## src/rtl/filter_menu_pkg.sv

```systemverilog
// Shared types and constants for the filter menu front end.
package filter_menu_pkg;

    typedef enum logic [1:0] {
        StIdle        = 2'd0,
        StIssue       = 2'd1,
        StConfirm     = 2'd2,
        StWaitRelease = 2'd3
    } menu_state_e;

    localparam logic [1:0] FILTER_SEPIA  = 2'b00;
    localparam logic [1:0] FILTER_INVERT = 2'b01;

    localparam int unsigned NUM_ENTRIES = 4;
    localparam int unsigned CURSOR_W    = $clog2(NUM_ENTRIES);

endpackage

```

## src/rtl/button_debounce.sv

```systemverilog
// Two-flop synchronizer, stability counter and one-cycle press pulse for one raw button.
module button_debounce #(
    parameter int unsigned DEBOUNCE_CYCLES = 650000
) (
    input  logic clk,
    input  logic rst,
    input  logic btn,
    output logic level,
    output logic press
);

    localparam int unsigned CNT_W = (DEBOUNCE_CYCLES > 1) ? $clog2(DEBOUNCE_CYCLES) : 1;
    localparam logic [CNT_W-1:0] CNT_LAST = CNT_W'(DEBOUNCE_CYCLES - 1);

    logic             sync1_q;
    logic             sync2_q;
    logic             level_q;
    logic             level_prev_q;
    logic [CNT_W-1:0] cnt_q;

    always_ff @(posedge clk) begin
        if (!rst) begin
            sync1_q      <= 1'b0;
            sync2_q      <= 1'b0;
            level_q      <= 1'b0;
            level_prev_q <= 1'b0;
            cnt_q        <= '0;
        end else begin
            sync1_q      <= btn;
            sync2_q      <= sync1_q;
            level_prev_q <= level_q;
            if (sync2_q == level_q) begin
                cnt_q <= '0;
            end else if (cnt_q == CNT_LAST) begin
                level_q <= sync2_q;
                cnt_q   <= '0;
            end else begin
                cnt_q <= cnt_q + 1'b1;
            end
        end
    end

    assign level = level_q;
    // Edge taken against the registered previous level, so it lasts exactly one cycle.
    assign press = level_q & ~level_prev_q;

endmodule

```

## src/rtl/filter_menu_ctrl.sv

```systemverilog
// Button-driven menu cursor that issues filter select pulses and confirms them against
// the filter stage's reported active filter, with a timeout.
module filter_menu_ctrl
    import filter_menu_pkg::*;
#(
    parameter int unsigned DEBOUNCE_CYCLES = 650000,
    parameter int unsigned CONFIRM_TIMEOUT = 16
) (
    input  logic                clk,
    input  logic                rst,
    input  logic                menu_en,
    input  logic                btn_up,
    input  logic                btn_down,
    input  logic                btn_enter,
    input  logic [1:0]          filter_status,
    output logic                filters_user_in_en,
    output logic                select0,
    output logic                select1,
    output logic                select2,
    output logic                select3,
    output logic [CURSOR_W-1:0] cursor,
    output logic                busy,
    output logic                sel_ok,
    output logic                sel_err
);

    localparam int unsigned TIMER_W = (CONFIRM_TIMEOUT > 1) ? $clog2(CONFIRM_TIMEOUT) : 1;
    localparam logic [TIMER_W-1:0] TIMER_LAST = TIMER_W'(CONFIRM_TIMEOUT - 1);

    logic up_level, down_level, enter_level;
    logic up_press, down_press, enter_press;
    logic unused_levels;

    button_debounce #(.DEBOUNCE_CYCLES(DEBOUNCE_CYCLES)) u_db_up (
        .clk   (clk),
        .rst   (rst),
        .btn   (btn_up),
        .level (up_level),
        .press (up_press)
    );

    button_debounce #(.DEBOUNCE_CYCLES(DEBOUNCE_CYCLES)) u_db_down (
        .clk   (clk),
        .rst   (rst),
        .btn   (btn_down),
        .level (down_level),
        .press (down_press)
    );

    button_debounce #(.DEBOUNCE_CYCLES(DEBOUNCE_CYCLES)) u_db_enter (
        .clk   (clk),
        .rst   (rst),
        .btn   (btn_enter),
        .level (enter_level),
        .press (enter_press)
    );

    assign unused_levels = up_level ^ down_level;

    menu_state_e          state_q;
    logic [TIMER_W-1:0]   timer_q;
    logic [NUM_ENTRIES-1:0] select_q;

    always_ff @(posedge clk) begin
        if (!rst) begin
            state_q            <= StIdle;
            timer_q            <= '0;
            select_q           <= '0;
            cursor             <= '0;
            busy               <= 1'b0;
            sel_ok             <= 1'b0;
            sel_err            <= 1'b0;
            filters_user_in_en <= 1'b0;
        end else begin
            filters_user_in_en <= menu_en;
            select_q           <= '0;
            if (state_q != StIdle && !menu_en) begin
                // Abort: drop back without touching the sticky result flags.
                state_q <= StIdle;
                busy    <= 1'b0;
                timer_q <= '0;
            end else begin
                case (state_q)
                    StIdle: begin
                        if (menu_en) begin
                            if (up_press && !down_press) begin
                                cursor <= cursor - 1'b1;
                            end else if (down_press && !up_press) begin
                                cursor <= cursor + 1'b1;
                            end else if (enter_press && !up_press && !down_press) begin
                                state_q          <= StIssue;
                                busy             <= 1'b1;
                                select_q[cursor] <= 1'b1;
                                sel_ok           <= 1'b0;
                                sel_err          <= 1'b0;
                                timer_q          <= '0;
                            end
                        end
                    end
                    StIssue: state_q <= StConfirm;
                    StConfirm: begin
                        if (filter_status == cursor) begin
                            sel_ok  <= 1'b1;
                            state_q <= StWaitRelease;
                        end else if (timer_q == TIMER_LAST) begin
                            sel_err <= 1'b1;
                            state_q <= StWaitRelease;
                        end else begin
                            timer_q <= timer_q + 1'b1;
                        end
                    end
                    StWaitRelease: begin
                        if (!enter_level) begin
                            state_q <= StIdle;
                            busy    <= 1'b0;
                        end
                    end
                    default: begin
                        state_q <= StIdle;
                        busy    <= 1'b0;
                    end
                endcase
            end
        end
    end

    assign select0 = select_q[0];
    assign select1 = select_q[1];
    assign select2 = select_q[2];
    assign select3 = select_q[3];

endmodule

```

## config.mk

```make
export PLATFORM = sky130hd
export DESIGN_NAME = filter_menu_ctrl
export DESIGN_NICKNAME = d
export VERILOG_FILES = /design/src/rtl/filter_menu_pkg.sv /design/src/rtl/button_debounce.sv /design/src/rtl/filter_menu_ctrl.sv
export SDC_FILE = /design/constraint.sdc
export NUM_CORES = 1
export LEC_CHECK = 0
export BUFFER_PORTS_ARGS = -buffer_cell sky130_fd_sc_hd__buf_2
export CELL_PAD_IN_SITES_DETAIL_PLACEMENT = 1
export CELL_PAD_IN_SITES_GLOBAL_PLACEMENT = 1
export CORE_MARGIN = 8
export CORE_UTILIZATION = 45
export DETAILED_ROUTE_END_ITERATION = 8
export PLACE_DENSITY_LB_ADDON = 0.05
export SLEW_MARGIN = 10
export SYNTH_ARGS = -nofsm -noshare
export SYNTH_HDL_FRONTEND = slang
export SYNTH_HIERARCHICAL = 1
export SYNTH_SLANG_ARGS = --single-unit
```

## constraint.sdc

```tcl
create_clock -name clk -period 3.2 [get_ports clk]
set_clock_uncertainty 0.15 [all_clocks]
set_input_delay 0.48 -clock clk [delete_from_list [all_inputs] [get_ports clk]]
set_output_delay 0.48 -clock clk [all_outputs]
set_load 0.02 [all_outputs]
```

==> impl_metrics.env <==
export IMPL_antenna_found_initial=0
export IMPL_outcome="finished, final reports clean"
export IMPL_grt_total_usage=0.142
export IMPL_post_cts_hold_buffer_count=0
export IMPL_grt_pass1_wl_um=13900
export IMPL_ctsLongestPathBuffers=2
export IMPL_post_synth_instance_area_sq_um=3970
export IMPL_cts_setup_buffers=0
export IMPL_die_w_um=110
export IMPL_worstHoldEndpoint="u_db_enter/sync1_q$_SDFF_PN0_"
export IMPL_drc=0
export IMPL_slew_headroom=0.655
export IMPL_max_fanout_on_critical_path=6
export IMPL_max_cap_viol_count=0
export IMPL_post_detailed_routing_wire_length_um=7980
export IMPL_cts_clk_slew_worst_paths_ns=0.08
export IMPL_synth_yosys_seq_area_share=0.444
export IMPL_ant_nets=0
export IMPL_ctsRootBufferMaster="sky130_fd_sc_hd__clkbuf_8"
export IMPL_p_leak_nw=1.53
export IMPL_detailedRoute_firstIterationViolations=75
export IMPL_cts_buffers_inserted=9
export IMPL_clock_insertion_delay_worst_skew_ns=0.34
export IMPL_tritoncts="done"
export IMPL_vdd_ir_drop_max_mv=0.264
export IMPL_hold_path_class="primary input to flip-flop"
export IMPL_power_density_cell_area_nw_per_um2=443
export IMPL_layout_cells_most_common_list="sky130_fd_sc_hd__dfxtp_1 (88), sky130_fd_sc_hd__nor2_1 (59), sky130_fd_sc_hd__xor2_1 (33), sky130_fd_sc_hd__nand2_1 (25), sky130_fd_sc_hd__nand3_1 (23)"
export IMPL_design_final_nets=466
export IMPL_slew_viol_final=0
export IMPL_min_period_ns=2.63
export IMPL_regToRegStartpoint="u_db_up/level$_SDFFE_PN0P_"
export IMPL_layout_cells_non_filler=561
export IMPL_r2r_setup_slk_ns=0.57
export IMPL_synthesis_instances=438
export IMPL_synth_avg_cell_area_sq_um=9.06
export IMPL_syn_to_final_growth_pct=7.16
export IMPL_cts_htree_levels=3
export IMPL_post_route_cells_drive_above_1_share=0.108
export IMPL_cts_sinks=88
export IMPL_ys_types=45
export IMPL_via_density_per_instance=5.41
export IMPL_rsz_0062_raised_after_global_routing="false"
export IMPL_grt_max_degree=24
export IMPL_crit_type="flip-flop to flip-flop"
export IMPL_antenna_diode_count=0
export IMPL_worst_slew_pin_transition_ns=0.514
export IMPL_core_area_sq_um=8640
export IMPL_r2r_end="sel_err$_SDFFE_PN0P_"
export IMPL_initial_core_util=0.460
export IMPL_cp_data_arrival_time_ns=2.77
export IMPL_std_cell_rows=34
export IMPL_synth_nets=455
export IMPL_grt_pass1_vias=3018
export IMPL_number_of_top_level_pins=18
export IMPL_max_clock_freq_ghz=0.380
export IMPL_detailroute_via_count=3037
export IMPL_timing_hold_violations_final=0
export IMPL_synth_edff_count=0
export IMPL_die_height_um=110
export IMPL_fin_crit_sh=0.823
export IMPL_place_port_buffers=17
export IMPL_grt_remaining_overflow=0
export IMPL_dpl_cell_count=546
export IMPL_mostFrequentLayoutCell="sky130_fd_sc_hd__dfxtp_1"
export IMPL_worst_hold_path_num_cells=2
export IMPL_worstPathRequired_ns=3.34
export IMPL_worst_r2r_cell_count=8
export IMPL_synth_seq_cells=88
export IMPL_post_dp_hpwl_um=5660
export IMPL_yosys_warnings=6
export IMPL_final_setup_violation_count=0
export IMPL_drt_pre_antenna_iters=4
export IMPL_setup_tns_ns=0
export IMPL_min_from="btn_enter"
export IMPL_gp_congestion=0.736
export IMPL_worstSetupStartpoint="u_db_up/level$_SDFFE_PN0P_"
export IMPL_detail_route_wl_per_cell_um=14.2
export IMPL_design_die_area_sq_um=12100
export IMPL_cts_resized=0
export IMPL_ys_async_sr_fraction=0
export IMPL_critical_path_startpoint_type="flip-flop"
export IMPL_postSynth_topFlopCell="sky130_fd_sc_hd__dfxtp_1"
export IMPL_critPathCaptureType="flip-flop"
power by group:
| group | leakage, nW | internal [W] | total [W] | switching (W) |
|---|---|---|---|---|
| clock | 0.0817 | 0.000322 | 0.000695 | 0.000373 |
| sequential | 0.710 | 0.00110 | 0.00111 | 0.00000452 |
| combinational | 0.736 | 0.0000318 | 0.0000834 | 0.0000516 |
| total | 1.53 | 0.00146 | 0.00189 | 0.000429 |
final cells by class:
| type | instances | area (sq um) |
|---|---|---|
| Fill cell | 1043 | 4380 |
| Multi-Input combinational cell | 317 | 2030 |
| Sequential cell | 88 | 1760 |
| Clock buffer | 13 | 159 |
| Tap cell | 108 | 135 |
| Timing Repair Buffer | 20 | 108 |
| Inverter | 13 | 48.8 |
| Clock inverter | 2 | 15.0 |
sequential cells by signal (all words and copies together), names as in the netlist, 2 cells and up:
name,cells
u_db_down/cnt_q,20
u_db_enter/cnt_q,20
u_db_up/cnt_q,20
select_q,4
timer_q,4
cursor,2
state_q,2
worst max-delay path, stage by stage (launching register included):
cell and delay, ns:
sky130_fd_sc_hd__dfxtp_1 0.37, sky130_fd_sc_hd__nor2b_1 0.35, sky130_fd_sc_hd__inv_1 0.09, sky130_fd_sc_hd__ha_1 0.21
sky130_fd_sc_hd__or4b_4 0.54, sky130_fd_sc_hd__nor3_1 0.43, sky130_fd_sc_hd__a31oi_1 0.08, sky130_fd_sc_hd__nor3_1 0.16
sky130_fd_sc_hd__o221a_2 0.20
worst max path at each step:
stage | end | slack (ns) | cells past startpoint
floorplan | timer_q[2]$_SDFFE_PP0P_ | 0.85 | 8
global placement | timer_q[3]$_SDFFE_PP0P_ | 0.71 | 8
detailed placement | sel_err$_SDFFE_PN0P_ | 0.59 | 8
CTS | sel_err$_SDFFE_PN0P_ | 0.56 | 8
global route | sel_err$_SDFFE_PN0P_ | 0.35 | 8
finish | sel_err$_SDFFE_PN0P_ | 0.57 | 8
metal layers:
metal / global-route usage / wire length [um]
met5: 0 / 0
met4: 0.0405 / 60
met3: 0.0399 / 314
met2: 0.232 / 3720
met1: 0.177 / 3880
stage by stage:
stage | setup WS [ns] | hold slack [ns] | util | power, W | instance area, sq um
finish | 0.566 | 0.199 | 0.492 | 0.00189 | 4250
global route | 0.352 | 0.181 | 0.492 | 0.00198 | 4250
CTS | 0.556 | 0.181 | 0.492 | 0.00193 | 4250
detailed placement | 0.588 | 0.275 | 0.472 | 0.00122 | 4080
global placement | 0.706 | 0.265 | 0.472 | 0.00121 | 4080
floorplan | 0.851 | 0.262 | - | 0.00119 | 3970
cell usage after synthesis, types with 4 or more instances:
| master | n | share of area |
|---|---|---|
| sky130_fd_sc_hd__nor2_1 | 59 | 0.056 |
| sky130_fd_sc_hd__mux2i_1 | 4 | 0.010 |
| sky130_fd_sc_hd__dfxtp_1 | 88 | 0.44 |
| sky130_fd_sc_hd__and4_1 | 10 | 0.022 |
| sky130_fd_sc_hd__o21ai_1 | 4 | 0.0050 |
| sky130_fd_sc_hd__nor3_1 | 8 | 0.010 |
| sky130_fd_sc_hd__and2_1 | 11 | 0.017 |
| sky130_fd_sc_hd__nand4_1 | 18 | 0.028 |
| sky130_fd_sc_hd__inv_1 | 13 | 0.012 |
| sky130_fd_sc_hd__xor2_1 | 33 | 0.073 |
| sky130_fd_sc_hd__or3_1 | 11 | 0.017 |
| sky130_fd_sc_hd__xnor2_1 | 16 | 0.035 |
| sky130_fd_sc_hd__o21ai_0 | 16 | 0.020 |
| sky130_fd_sc_hd__nor3b_1 | 6 | 0.011 |
| sky130_fd_sc_hd__nand2_1 | 25 | 0.024 |
| sky130_fd_sc_hd__ha_1 | 9 | 0.028 |
| sky130_fd_sc_hd__buf_2 | 10 | 0.013 |
| sky130_fd_sc_hd__a21oi_1 | 12 | 0.015 |
| sky130_fd_sc_hd__and3_1 | 10 | 0.016 |
| sky130_fd_sc_hd__nand3_1 | 23 | 0.029 |
cell families after synthesis:
kind of cell | count (synthesis) | synth area share
and+or+nand+nor | 204 | 0.282
DFF | 88 | 0.444
AOI/OAI and AO/OA | 50 | 0.0788
xor gates and xnor gates | 49 | 0.108
buffers and inverters | 33 | 0.0457
adders and majority gates | 9 | 0.0284
muxes | 5 | 0.0129
No activity file was read; power rests on OpenSTA's default activity.
